===== config.mk =====
export PLATFORM = sky130hd
export DESIGN_NAME = hb_decim
export DESIGN_NICKNAME = d
export VERILOG_FILES = /design/src/rtl/hb_pkg.sv /design/src/rtl/hb_delay_bank.sv /design/src/rtl/hb_decim.sv
export SDC_FILE = /design/constraint.sdc
export NUM_CORES = 1
export LEC_CHECK = 0
export CORE_ASPECT_RATIO = 0.7
export CORE_MARGIN = 2
export CORE_UTILIZATION = 35
export DETAILED_ROUTE_END_ITERATION = 12
export PLACE_DENSITY = 0.52
export SLEW_MARGIN = 10
export SYNTH_ARGS = -nofsm -noshare
export SYNTH_HDL_FRONTEND = slang
export SYNTH_SLANG_ARGS = --single-unit
export TNS_END_PERCENT = 30

===== constraint.sdc =====
create_clock -name clk -period 15.01 [get_ports clk]
set_clock_uncertainty 0.2 [all_clocks]
set_input_delay 1.501 -clock clk [delete_from_list [all_inputs] [get_ports clk]]
set_output_delay 1.501 -clock clk [all_outputs]
set_load 0.1 [all_outputs]

===== src/rtl/hb_pkg.sv =====
// Shared constants, default coefficient table, FSM state type and channel-width helper
// for the hb_decim halfband decimator.
package hb_pkg;

  localparam int COEF_W_DEFAULT = 18;

  // Outermost pair first; 1212 - 8020 + 39576 = 32768 = 0.25 in Q1.17.
  localparam logic signed [COEF_W_DEFAULT-1:0] HB_COEFS_11 [3] =
    '{18'sd1212, -18'sd8020, 18'sd39576};

  typedef enum logic [1:0] {
    ST_IDLE   = 2'd0,
    ST_PAIR   = 2'd1,
    ST_CENTER = 2'd2,
    ST_ROUND  = 2'd3
  } hb_state_t;

  function automatic int ch_w(input int nch);
    return (nch > 1) ? $clog2(nch) : 1;
  endfunction

endpackage


===== src/rtl/hb_delay_bank.sv =====
// Per-channel NTAPS-deep sample lines (index 0 = newest) with one shift port and two
// read taps: tap A reads line[2p] or the centre, tap B reads the mirrored line[NTAPS-1-2p].
module hb_delay_bank #(
  parameter int DATA_W = 16,
  parameter int NTAPS  = 11,
  parameter int NCH    = 2,
  parameter int CH_W   = 1,
  parameter int PW     = 2
) (
  input  logic                     clk,
  input  logic                     reset,
  input  logic                     shift_en_i,
  input  logic [CH_W-1:0]          shift_ch_i,
  input  logic signed [DATA_W-1:0] shift_data_i,
  input  logic [CH_W-1:0]          rd_ch_i,
  input  logic [PW-1:0]            rd_pair_i,
  input  logic                     rd_center_i,
  output logic signed [DATA_W-1:0] tap_a_o,
  output logic signed [DATA_W-1:0] tap_b_o
);

  localparam int TW = $clog2(NTAPS);

  logic signed [DATA_W-1:0] line_q [NCH][NTAPS];
  logic [TW-1:0]            idx_a_s;
  logic [TW-1:0]            idx_b_s;

  always_ff @(posedge clk) begin
    if (reset) begin
      for (int c = 0; c < NCH; c++) begin
        for (int t = 0; t < NTAPS; t++) begin
          line_q[c][t] <= '0;
        end
      end
    end else if (shift_en_i) begin
      line_q[shift_ch_i][0] <= shift_data_i;
      for (int t = 1; t < NTAPS; t++) begin
        line_q[shift_ch_i][t] <= line_q[shift_ch_i][t-1];
      end
    end
  end

  always_comb begin
    if (rd_center_i) begin
      idx_a_s = TW'((NTAPS - 1) / 2);
    end else begin
      idx_a_s = TW'(2 * int'(rd_pair_i));
    end
    idx_b_s = TW'(NTAPS - 1 - 2 * int'(rd_pair_i));
    tap_a_o = line_q[rd_ch_i][idx_a_s];
    tap_b_o = line_q[rd_ch_i][idx_b_s];
  end

endmodule


===== src/rtl/hb_decim.sv =====
// Multi-channel halfband decimate-by-2 FIR: one serial symmetric MAC shared by all
// time-interleaved channels, with round-half-up, saturation, bypass and overrun flag.
module hb_decim
  import hb_pkg::*;
#(
  parameter int DATA_W = 16,
  parameter int COEF_W = COEF_W_DEFAULT,
  parameter int NTAPS  = 11,
  parameter int NCH    = 2,
  parameter logic signed [COEF_W-1:0] COEFS [(NTAPS+1)/4] = HB_COEFS_11,
  localparam int CH_W  = ch_w(NCH)
) (
  input  logic                     clk,
  input  logic                     reset,
  input  logic signed [DATA_W-1:0] x_in,
  input  logic [CH_W-1:0]          x_in_ch,
  input  logic                     x_in_valid,
  input  logic                     bypass,
  output logic signed [DATA_W-1:0] y_out,
  output logic [CH_W-1:0]          y_out_ch,
  output logic                     y_out_valid,
  output logic                     busy,
  output logic                     overrun
);

  localparam int NPAIRS = (NTAPS + 1) / 4;
  localparam int PW     = (NPAIRS > 1) ? $clog2(NPAIRS) : 1;
  localparam int ACC_W  = DATA_W + COEF_W + $clog2(NPAIRS) + 2;
  localparam int PROD_W = COEF_W + DATA_W + 1;
  localparam logic signed [ACC_W-1:0] HALF  =
    {{(ACC_W-COEF_W+1){1'b0}}, 1'b1, {(COEF_W-2){1'b0}}};
  localparam logic signed [ACC_W-1:0] Y_MAX =
    {{(ACC_W-DATA_W+1){1'b0}}, {(DATA_W-1){1'b1}}};
  localparam logic signed [ACC_W-1:0] Y_MIN = ~Y_MAX;

  hb_state_t                 state_q;
  logic [PW-1:0]             p_q;
  logic [CH_W-1:0]           ch_q;
  logic signed [ACC_W-1:0]   acc_q, acc_d;
  logic [NCH-1:0]            phase_q;
  logic signed [DATA_W-1:0]  y_out_q, y_sat_d;
  logic [CH_W-1:0]           y_ch_q;
  logic                      y_valid_q, busy_q, overrun_q;

  logic                      accept_s, trigger_s;
  logic signed [DATA_W-1:0]  tap_a_s, tap_b_s;
  logic signed [DATA_W:0]    pre_s;
  logic signed [COEF_W-1:0]  coef_s;
  logic signed [PROD_W-1:0]  prod_s;
  logic signed [ACC_W-1:0]   term_s, rnd_s, shr_s;

  assign accept_s  = x_in_valid && !busy_q && (int'(x_in_ch) < NCH);
  assign trigger_s = accept_s && phase_q[x_in_ch];

  hb_delay_bank #(
    .DATA_W(DATA_W), .NTAPS(NTAPS), .NCH(NCH), .CH_W(CH_W), .PW(PW)
  ) u_bank (
    .clk          (clk),
    .reset        (reset),
    .shift_en_i   (accept_s),
    .shift_ch_i   (x_in_ch),
    .shift_data_i (x_in),
    .rd_ch_i      (ch_q),
    .rd_pair_i    (p_q),
    .rd_center_i  (state_q == ST_CENTER),
    .tap_a_o      (tap_a_s),
    .tap_b_o      (tap_b_s)
  );

  always_comb begin
    pre_s  = {tap_a_s[DATA_W-1], tap_a_s} + {tap_b_s[DATA_W-1], tap_b_s};
    coef_s = COEFS[p_q];
    prod_s = coef_s * pre_s;
    case (state_q)
      ST_PAIR:   term_s = {{(ACC_W-PROD_W){prod_s[PROD_W-1]}}, prod_s};
      // Centre tap is exactly 0.5, so it is a shift rather than a multiply.
      ST_CENTER: term_s = {{(ACC_W-DATA_W-COEF_W+2){tap_a_s[DATA_W-1]}}, tap_a_s,
                           {(COEF_W-2){1'b0}}};
      default:   term_s = '0;
    endcase
    acc_d = acc_q + term_s;
  end

  always_comb begin
    rnd_s = acc_q + HALF;
    shr_s = rnd_s >>> (COEF_W - 1);
    if (shr_s > Y_MAX) begin
      y_sat_d = {1'b0, {(DATA_W-1){1'b1}}};
    end else if (shr_s < Y_MIN) begin
      y_sat_d = {1'b1, {(DATA_W-1){1'b0}}};
    end else begin
      y_sat_d = shr_s[DATA_W-1:0];
    end
  end

  always_ff @(posedge clk) begin
    if (reset) begin
      state_q   <= ST_IDLE;
      p_q       <= '0;
      ch_q      <= '0;
      acc_q     <= '0;
      phase_q   <= '0;
      y_out_q   <= '0;
      y_ch_q    <= '0;
      y_valid_q <= 1'b0;
      busy_q    <= 1'b0;
      overrun_q <= 1'b0;
    end else begin
      y_valid_q <= 1'b0;
      if (x_in_valid && busy_q) overrun_q <= 1'b1;
      if (accept_s) phase_q[x_in_ch] <= ~phase_q[x_in_ch];
      case (state_q)
        ST_IDLE: begin
          if (trigger_s) begin
            ch_q <= x_in_ch;
            if (bypass) begin
              y_out_q   <= x_in;
              y_ch_q    <= x_in_ch;
              y_valid_q <= 1'b1;
            end else begin
              state_q <= ST_PAIR;
              p_q     <= '0;
              acc_q   <= '0;
              busy_q  <= 1'b1;
            end
          end
        end
        ST_PAIR: begin
          acc_q <= acc_d;
          if (p_q == PW'(NPAIRS - 1)) state_q <= ST_CENTER;
          else p_q <= p_q + 1'b1;
        end
        ST_CENTER: begin
          acc_q   <= acc_d;
          state_q <= ST_ROUND;
        end
        ST_ROUND: begin
          y_out_q   <= y_sat_d;
          y_ch_q    <= ch_q;
          y_valid_q <= 1'b1;
          busy_q    <= 1'b0;
          state_q   <= ST_IDLE;
        end
        default: begin
          state_q <= ST_IDLE;
          busy_q  <= 1'b0;
        end
      endcase
    end
  end

  assign y_out       = y_out_q;
  assign y_out_ch    = y_ch_q;
  assign y_out_valid = y_valid_q;
  assign busy        = busy_q;
  assign overrun     = overrun_q;

endmodule


Yosys cells after proc, flatten, opt, wreduce, memory -nomap -nowiden
Memory sizes are Yosys's and may differ from the RTL's. A register that Yosys moved wholly into a read port is not among the register bits.
Cells that the tools add are included.
- mux-type cells: 51
- divide/modulo/power cells: 0
- bitwise logic cells: 4
- $mul: 1
- equality and inequality tests: 9
- add/sub/neg operators: 5
- shifts and indexed selects: 0
- reductions and logical operators: 17
- order comparisons: 7
- operator list (cell ; count):
    $mux W176 ; 1
    $reduce_or A176 Y1 ; 1
    $pmux W38 S2 ; 2
    $bmux W16 S4 ; 2
    $mux W16 ; 8
    $mux W38 ; 2
    $add A38 B18 Y38 const B ; 1
    $add A38 B38 Y38 ; 1
    $bmux W18 S2 ; 1
    $mux W18 ; 2
    $mul A18 B17 Y35 ; 1
    $pmux W16 S2 ; 1
    $gt A21 B16 Y1 const B ; 1
    $lt A21 B16 Y1 const B ; 1
    $mux W1 ; 18
    $add A16 B16 Y17 ; 1
    $mux W2 ; 6
    $reduce_and A3 Y1 ; 4
    $ge A5 B5 Y1 const B ; 2
    $ne A2 B2 Y1 const B ; 5
    $pmux W2 S4 ; 1
    $eq A2 B2 Y1 const B ; 3
    $pmux W1 S2 ; 3
    $reduce_bool A2 Y1 ; 3
    other kinds (20) ; 23
- bits in latches: 0
- register bits after elaboration: 65
- bits in read-only memories: 0
- memories: 1
- RAM bits: 352
- memory list (name ; words ; width ; read ports ; clocked after Yosys merged registers in ; write ports ; line ; source):
    u_bank.line_q ; 2 ; 176 ; 2 ; 1 ; 2 ; hb_delay_bank.sv:24 ; logic signed [DATA_W-1:0] line_q [NCH][NTAPS];

Longest topological paths before layout
Gate-level depths: netlist (run 1).
- word-level depth: 11
- mapped depth: 49
- gate-level depth less buffers: 46

Cells and area by module
From an unflattened synthesis (run 1), not the netlist that was laid out.
- cell total of the unflattened synthesis: 2618
- area total of the unflattened synthesis: 30254.0 um2
- by module, submodules not included (module ; times used ; cells an instance ; area an instance (um2)):
    hb_delay_bank ; 1 ; 935 ; 15406.0
    hb_decim ; 1 ; 1683 ; 14848.0

Worst setup path after synthesis (run 1)
No wires, ideal clock.
- path type: reg-to-reg
- start point: reg with a tool-made name
- end point: reg acc_q[37]
- setup time: 0.119 ns
- arrival time: 10.634 ns
- buffers on the path: 3
- path slack: 4.056 ns
- cell stages (with the launch flop): 45
- data required time: 14.691 ns
- cells stage by stage: dfxtp_1 -> clkbuf_1 -> clkbuf_1 -> buf_2 -> mux4_2 -> nand2_1 -> nand2_1 -> ha_1 -> a21o_1 -> a21oi_2 -> o21bai_2 -> a211o_1 -> a21oi_1 -> o21bai_1 -> a21oi_1 -> xnor2_1 -> and2_1 -> fa_1 -> [9 not listed] -> and2_1 -> a31oi_1 -> o31a_1 -> o21a_1 -> nor2_1 -> xnor2_1 -> a21oi_1 -> nor2b_1 -> ha_1 -> and3_1 -> nand2_1 -> a21o_1 -> a311oi_1 -> a41oi_1 -> o311ai_1 -> xnor2_1 -> nor3_1 -> o21bai_1
- RTL lines (item ; line ; source):
    end signal: assignment ; hb_decim.sv:101 ; acc_q <= '0;
    end signal: assignment ; hb_decim.sv:123 ; acc_q <= '0;
    end signal: assignment ; hb_decim.sv:129 ; acc_q <= acc_d;
    end: declaration ; hb_decim.sv:39 ; logic signed [ACC_W-1:0] acc_q, acc_d;

==> impl_results.md, run 1 <==
* Syn nets at 3070
* Setup tns final at 0 ns
* DP Worst Slack at 2.312 ns
* Mapped Cells at 2643
* Tightest Pin Transition at 1.228 ns
* CTS Buffer Depth at 3
* Most frequent cell on the critical path: fa_1
* Crit-path max cell delay at 0.97 ns
* Vias at 19960
* Remaining DRCs at 0
* Initial antenna violation count at 4
* Yosys warnings at 0
* ANT nets after route at 0
* End-of-flow core utilization at 39.27%
* Inserted Clock Buffers at 45
* Initial Utilization at 35.57%
* Die area at 88510 um^2
* Setup crit start kind: flip-flop
* Worst reg2reg setup slack at 2.29 ns
* Drt wl/cell at 21.27 um
* Layout area overhead at 10.41%
* HPWL after detailed placement at 59500 um
* Most frequent cells in the layout: edfxtp_1, inv_1, and2_1
* CP Capture Type: flip-flop
* Max-cap viol count at 0
* # port buffers at 40
* Worst-path clk slew at 0.06 ns
* Layout cell share with drive strength beyond 1 at 7.372%
* TritonRoute pass-1 iters at 5
* Max_slew headroom at 17.53%
* Core Rows at 89
* H-Tree Depth at 2
* R2r endpoint: acc_q[37]
* R2r worst-path depth at 41
* TritonCTS clock tree: done
* Async SR Flop Fraction at 0%
* First DRT Iteration DRCs at 1672
* Die Ht at 249.5 um
* Postcts setup bufs at 0
* Vias per cell at 5.220
* Hold path startpoint: y_out[15]
* Avg Cell Area, Syn at 11.40 um^2
* Hold Path Class: reg -> reg
* First-pass GRT wire length at 127700 um
* Endpoints failing setup at 0
* Hold depth at 2
* Outcome: complete, no violations
* Most common cell after layout, fill and taps aside: edfxtp_1
* Data arrival time of the critical path at 13.03 ns
* Final Max Tran Viols at 0
* Clk root buf: clkbuf_16
* Worst-skew pair later-pin latency at 0.62 ns
* Clk sink count at 416
* Global routing usage on met3 at 3.934%
* Die width at 354.7 um
* Cts hold-fix bufs at 0
* Fin. Hold Viols at 0
* Period Utilization, post-route at 84.77%
* Fmax at 0.07859 GHz
* Number of global-route vias before repair at 20609
* IO Pins at 41
* Grt met1 use at 30.41%
* Quantity of gates resized following cts at 0
* Gr busiest metal: met1
* GRT Total Usage at 18.69%
* Part of the Yosys area used for sequential elements at 39.32%
* Met2 Use GR at 25.45%
* Number of synthesized register bits at 416
* Crit path time final at 12.72 ns
* Number of nets in the layout at 3078
* CP Class: reg -> reg
* CORE AREA at 84740 um^2
* Final Wtd Congestion at 0.8895
* Post-Route WL at 81350 um
* Crit path max-delay cell type: dfxtp_4
* Synth Flop Type: edfxtp_1
* Maximum number of pins on one net before global-route repair at 177
* CP Data Required Time at 15.32 ns
* Gr ovfl total at 0
* Synth unique cells at 75
* Hold_ws at 0.2588 ns
* Post-Syn Area at 30140 um^2
* Hold EP: y_out[15]
* EDFF count, synth at 352
* CP max FO at 44
* RSZ-0062 raised after global routing: false
* Worst Slack Setup Final at 2.286 ns
[worst max-delay path, delay by kind of cell (launching register included)]
kind,cells,cell delay (ns)
fa+ha+maj,9,4.56
compound gates,16,3.48
simple gates,8,1.11
xor+xnor,3,0.99
flops,1,0.97
buf+inv,4,0.65
mux,1,0.57
[cell families (layout without fill, tap and decap cells)]
kind of cell             Yosys count  after routing  share of synthesized area (%)
XOR/XNOR                          84             84                          2.512
buffers and inverters            425            468                          5.339
multiplexers                      88             88                          5.588
AND/OR/NAND/NOR                  710            710                          12.55
other                              0              1                              0
AO/OA/AOI/OAI                    514            514                          11.81
flip-flops                       416            416                          39.32
adder cells (fa/ha/maj)          406            406                          22.88
[cells in the mapped netlist, drive strengths merged, types with 25 or more instances]
master | number | share of area [%]
a211oi | 31 | 0.77
a21o | 188 | 4.7
a21oi | 95 | 1.6
and2 | 261 | 5.4
clkbuf | 86 | 1.1
dfxtp | 64 | 4.3
edfxtp | 352 | 35
fa | 242 | 16
ha | 164 | 6.8
inv | 317 | 3.9
mux4 | 64 | 4.8
nand2 | 171 | 2.1
nand2b | 25 | 0.52
nor2 | 92 | 1.2
nor2b | 41 | 0.85
o21ai | 78 | 1.3
xnor2 | 54 | 1.6
xor2 | 29 | 0.84
[metrics by stage]
| stage | cells | instance area (um^2) |
|---|---|---|
| 3_5_place_dp | 3741 | 31810 |
| 6_report | 3824 | 33280 |
| 3_3_place_gp | 3741 | 31810 |
| 4_1_cts | 3823 | 33270 |
| 2_1_floorplan | 2643 | 30140 |
| 5_1_grt | 3823 | 33270 |
[layer usage]
layer / wire length (um) / vias up
li1: - / 9196
met1: 42620 / 10165
met2: 32360 / 542
met3: 5606 / 57
met4: 761 / 0
met5: 0 / -
[worst max path at each step]
stage,start,to,slack (ns),cells after the start
floorplan,flip-flop,acc_q[37],4.06,44
global placement,flip-flop,acc_q[37],2.30,41
detailed placement,flip-flop,acc_q[37],2.31,41
CTS,flip-flop,acc_q[37],2.24,41
global route,flip-flop,acc_q[37],1.37,41
finish,flip-flop,acc_q[37],2.29,41
[cell type report]
type | instances | area [um^2]
timing repair buffer | 68 | 630.6
antenna | 1 | 2.502
clock inverter | 28 | 285.3
sequential | 416 | 11860
multi-input combinational | 1802 | 16700
clock buffer | 54 | 1180
fill | 8081 | 51470
tap | 1137 | 1423
inverter | 318 | 1195
[state kept, by name, summed over array words and instances, names as in the netlist, named ones only]
| register | count |
|---|---|
| phase_q | 2 |
| u_bank.line_q | 352 |
| overrun | 1 |
| y_out_ch | 1 |
| y_out | 16 |
| state_q | 2 |
| ch_q | 1 |
| acc_q | 36 |
| p_q | 2 |
| y_out_valid | 1 |
| busy | 1 |
Power of run 1 is left out: the tool's default activity adds up to more than one toggle a clock period on the data nets, which glitch-free logic cannot reach.
==> inputs of run 2 (changes only) <==
- clock period: 15.01 -> 12.4 ns (I/O delays scaled with it)
==> run 2 against run 1 <==
  * Sequential cell count unchanged
  * Worst hold slack worse by 0.0021 ns
  * Critical path depth up 2
  * Die area is the same
  * Register-to-register slack got worse by 1.8 ns
  * Wire length grew 1.8%
  * Via count is 0.30% higher
==> impl_results.md, run 2 (synthesis results as in run 1) <==
* Setup tns final at 0 ns
* Filler instances at 8052
* CP delay by family, top: adder cells
* Layout area overhead at 11.47%
* Drt wl/cell at 21.54 um
* Initial Utilization at 35.57%
* # port buffers at 40
* Maximum number of pins on one net before global-route repair at 177
* ANT nets after route at 0
* First DRT Iteration DRCs at 1854
* Max-cap viol count at 0
* First-pass GRT wire length at 130100 um
* Initial antenna violation count at 3
* Core Rows at 89
* Number of global-route vias before repair at 20526
* Clk root buf: clkbuf_16
* Crit path max-delay cell type: fa_1
* TritonCTS clock tree: done
* Most frequent cells in the layout: edfxtp_1, inv_1, and2_1
* Fmax at 0.08428 GHz
* Setup crit start kind: flip-flop
* Crit-path max cell delay at 0.56 ns
* Clk sink count at 416
* Most frequent cell on the critical path: fa_1
* Die area at 88510 um^2
* Largest register FFs at 352
* Post-Route WL at 82830 um
* TritonRoute pass-1 iters at 5
* GRT Total Usage at 19.11%
* Vias per cell at 5.207
* Final Wtd Congestion at 0.8977
* Worst-skew pair later-pin latency at 0.61 ns
* Endpoints failing setup at 0
* Gr ovfl total at 0
* HPWL after detailed placement at 61780 um
* Layout cell share with drive strength beyond 1 at 8.460%
* Data arrival time of the critical path at 12.17 ns
* CP Class: reg -> reg
* H-Tree Depth at 2
* Most common cell after layout, fill and taps aside: edfxtp_1
* Remaining DRCs at 0
* Max_slew headroom at 31.82%
* CP Capture Type: flip-flop
* Die Ht at 249.5 um
* Period Utilization, post-route at 95.69%
* Number of nets in the layout at 3097
* Inserted Clock Buffers at 46
* Vias at 20019
* Worst-path clk slew at 0.06 ns
* WP buf/inv at 6
* CP Data Required Time at 12.71 ns
* Tightest Pin Transition at 1.020 ns
* Fin. Hold Viols at 0
* CTS Buffer Depth at 3
* IO Pins at 41
* RSZ-0062 raised after global routing: false
* Hold_ws at 0.2567 ns
* CP max FO at 8
* Hold Path Class: reg -> reg
* Final Max Tran Viols at 0
* Largest Register: u_bank.line_q
* Outcome: complete, no violations
* Crit path time final at 11.87 ns
* Die width at 354.7 um
* Cts hold-fix bufs at 0
* CORE AREA at 84740 um^2
-- run 2: repair_timing --
action                     4_1_cts  5_1_grt
hold endpoints to repair         0        0
buffers inserted                 0        5
setup endpoints to repair        0        9
gates resized for setup          0        6
-- run 2: worst min-delay path: stages, from the launching register on --
cell and delay [ns]:
dfxtp_1 0.31, nand2_1 0.05, a21oi_1 0.05
-- run 2: path summary, 6_finish.rpt --
kind / from / to / slack (ns) / cells after the start
hold reg to reg: y_out[15] / y_out[15] / 0.26 / 2
setup / recovery: flip-flop / acc_q[37] / 0.53 / 43
setup reg to reg: flip-flop / acc_q[37] / 0.53 / 43
hold / removal: y_out[15] / y_out[15] / 0.26 / 2
-- run 2: through the flow --
| step | std cells | utilization [%] | area [um^2] | setup slack [ns] |
|---|---|---|---|---|
| 2_1_floorplan | 2643 | - | 30140 | 1.446 |
| 3_3_place_gp | 3754 | 37.67 | 31920 | 0.3894 |
| 3_5_place_dp | 3754 | 37.67 | 31920 | 0.2738 |
| 4_1_cts | 3839 | 39.56 | 33520 | 0.2420 |
| 5_1_grt | 3844 | 39.64 | 33590 | 0.01293 |
| 6_report | 3845 | 39.64 | 33600 | 0.5348 |
-- run 2: per-layer routing --
metal	GRT usage (%)	part of all wire, %
met1	32.12	53
met2	25.04	39
met3	3.305	7.1
met4	3.390	1.6
met5	0	0
-- run 2: layout make-up --
cell class,instances,area (um^2),share of cell area [%]
Tap cell,1137,1423,4.234
Inverter,318,1195,3.557
Antenna cell,1,2.502,0.007449
Sequential cell,416,11860,35.30
Multi-Input combinational cell,1802,16720,49.78
Clock inverter,32,396.6,1.181
Clock buffer,53,1209,3.598
Timing Repair Buffer,86,785.8,2.339
Power of run 2 is left out for the same reason.
==> inputs of run 3 (changes only) <==
- CTS_CLUSTER_SIZE: not set -> 12
==> run 3 against run 2 <==
  * Maximum frequency rose by 0.45%
  * Critical path depth rose by 1
  * Non-clock buffer count unchanged
  * Critical path type unchanged
==> impl_results.md, run 3 (synthesis results as in run 1) <==
* ANT cells at 0
* Cts hold-fix bufs at 0
* Die Ht at 249.5 um
* CTS Buffer Depth at 3
* IO Pins at 41
* Number of global-route vias before repair at 20483
* Drt wl/cell at 21.59 um
* Largest register FFs at 352
* Tightest Pin Transition at 1.039 ns
* Final Wtd Congestion at 0.8977
* Vias per cell at 5.218
* Post-Route WL at 82820 um
* CORE AREA at 84740 um^2
* Vias at 20023
* Top Layer Used: met4
* WP buf/inv at 6
* Inst Count DP at 3754
* Max-cap viol count at 0
* Endpoints failing setup at 0
* Final Max Tran Viols at 0
* Clk root buf: clkbuf_16
* Worst-skew pair later-pin latency at 0.61 ns
* Layout area overhead at 10.87%
* Outcome: complete, no violations
* Met3 WL post-DR at 5225 um
* Final cell count without fillers at 3837
* Most common cell after layout, fill and taps aside: edfxtp_1
* Remaining DRCs at 0
* First DRT Iteration DRCs at 1883
* Fin. Hold Viols at 0
* Data arrival time of the critical path at 12.06 ns
* Die area at 88510 um^2
* Most frequent cells in the layout: edfxtp_1, inv_1, and2_1
* Inserted Clock Buffers at 46
* Die width at 354.7 um
* Routed wl met2 at 32130 um
* TritonRoute pass-1 iters at 5
* Crit path time final at 11.81 ns
* CP Capture Type: flip-flop
* Hold Path Class: reg -> reg
* Crit path max-delay cell type: fa_1
* HPWL after detailed placement at 61780 um
* Gr ovfl total at 0
* Initial Utilization at 35.57%
* Period Utilization, post-route at 95.25%
* Filler instances at 8062
* GRT Total Usage at 19.05%
* M1 WL at 44110 um
* Largest Register: u_bank.line_q
* ANT nets after route at 0
* Crit-path max cell delay at 0.66 ns
* Fmax at 0.08466 GHz
* Layout cell share with drive strength beyond 1 at 8.037%
* H-Tree Depth at 2
* Worst-path clk slew at 0.06 ns
* CP Class: reg -> reg
* CP max FO at 12
* TritonCTS clock tree: done
* Max_slew headroom at 30.74%
* # port buffers at 40
* Clk sink count at 416
* Setup tns final at 0 ns
* CP Data Required Time at 12.65 ns
* First-pass GRT wire length at 129800 um
* Maximum number of pins on one net before global-route repair at 177
* RSZ-0062 raised after global routing: false
* Core Rows at 89
* Setup crit start kind: flip-flop
* CP delay by family, top: compound AO/OA/AOI/OAI gates
* Number of nets in the layout at 3097
* Initial antenna violation count at 3
run 3: layout make-up:
type                    count  area [um^2]  share of cell area (%)
clock buffers              58         1216                   3.640
flip-flops and latches    416        11860                   35.49
repair buffers             86        785.8                   2.351
inverters                 318         1195                   3.576
clock inverters            20        211.5                  0.6328
well taps                1137         1423                   4.257
multi-input cells        1802        16720                   50.05
run 3: final timing paths:
| path | slack [ns] | end | startpoint | cells past startpoint |
|---|---|---|---|---|
| min | 0.26 | y_out[15] | y_out[15] | 2 |
| max reg2reg | 0.59 | acc_q[31] | flip-flop | 44 |
| min reg2reg | 0.26 | y_out[15] | y_out[15] | 2 |
| max | 0.59 | acc_q[31] | flip-flop | 44 |
run 3: per-stage QoR:
| step | worst slack [ns] | hold WS (ns) | util [%] | instance area, um^2 |
|---|---|---|---|---|
| after floorplan | 1.446 | 0.2315 | - | 30140 |
| after global placement | 0.3894 | 0.2413 | 37.67 | 31920 |
| after detailed placement | 0.2738 | 0.2529 | 37.67 | 31920 |
| after CTS | 0.2408 | 0.2607 | 39.35 | 33350 |
| after global routing | 0.01365 | 0.2778 | 39.43 | 33420 |
| final | 0.5885 | 0.2578 | 39.43 | 33420 |
run 3: timing repair:
action,CTS,global route
setup buffers,0,5
setup endpoints to repair,0,9
resized for setup,0,6
run 3: worst register-to-register path: cells and delay by family (launching register included):
family	cells	cell delay [ns]
flip-flops	1	0.39
XOR/XNOR	2	0.27
AO/OA/AOI/OAI	19	4.50
multiplexers	2	0.80
AND/OR/NAND/NOR	6	0.83
buffers and inverters	6	0.56
adder cells (fa/ha/maj)	9	4.13
run 3: layer usage:
layer	GRT usage [%]	vias to the layer above
met5	0	-
met4	3.402	0
met3	3.181	77
met2	25.04	646
met1	32.03	10073
li1	-	9227
Power of run 3 is left out for the same reason.
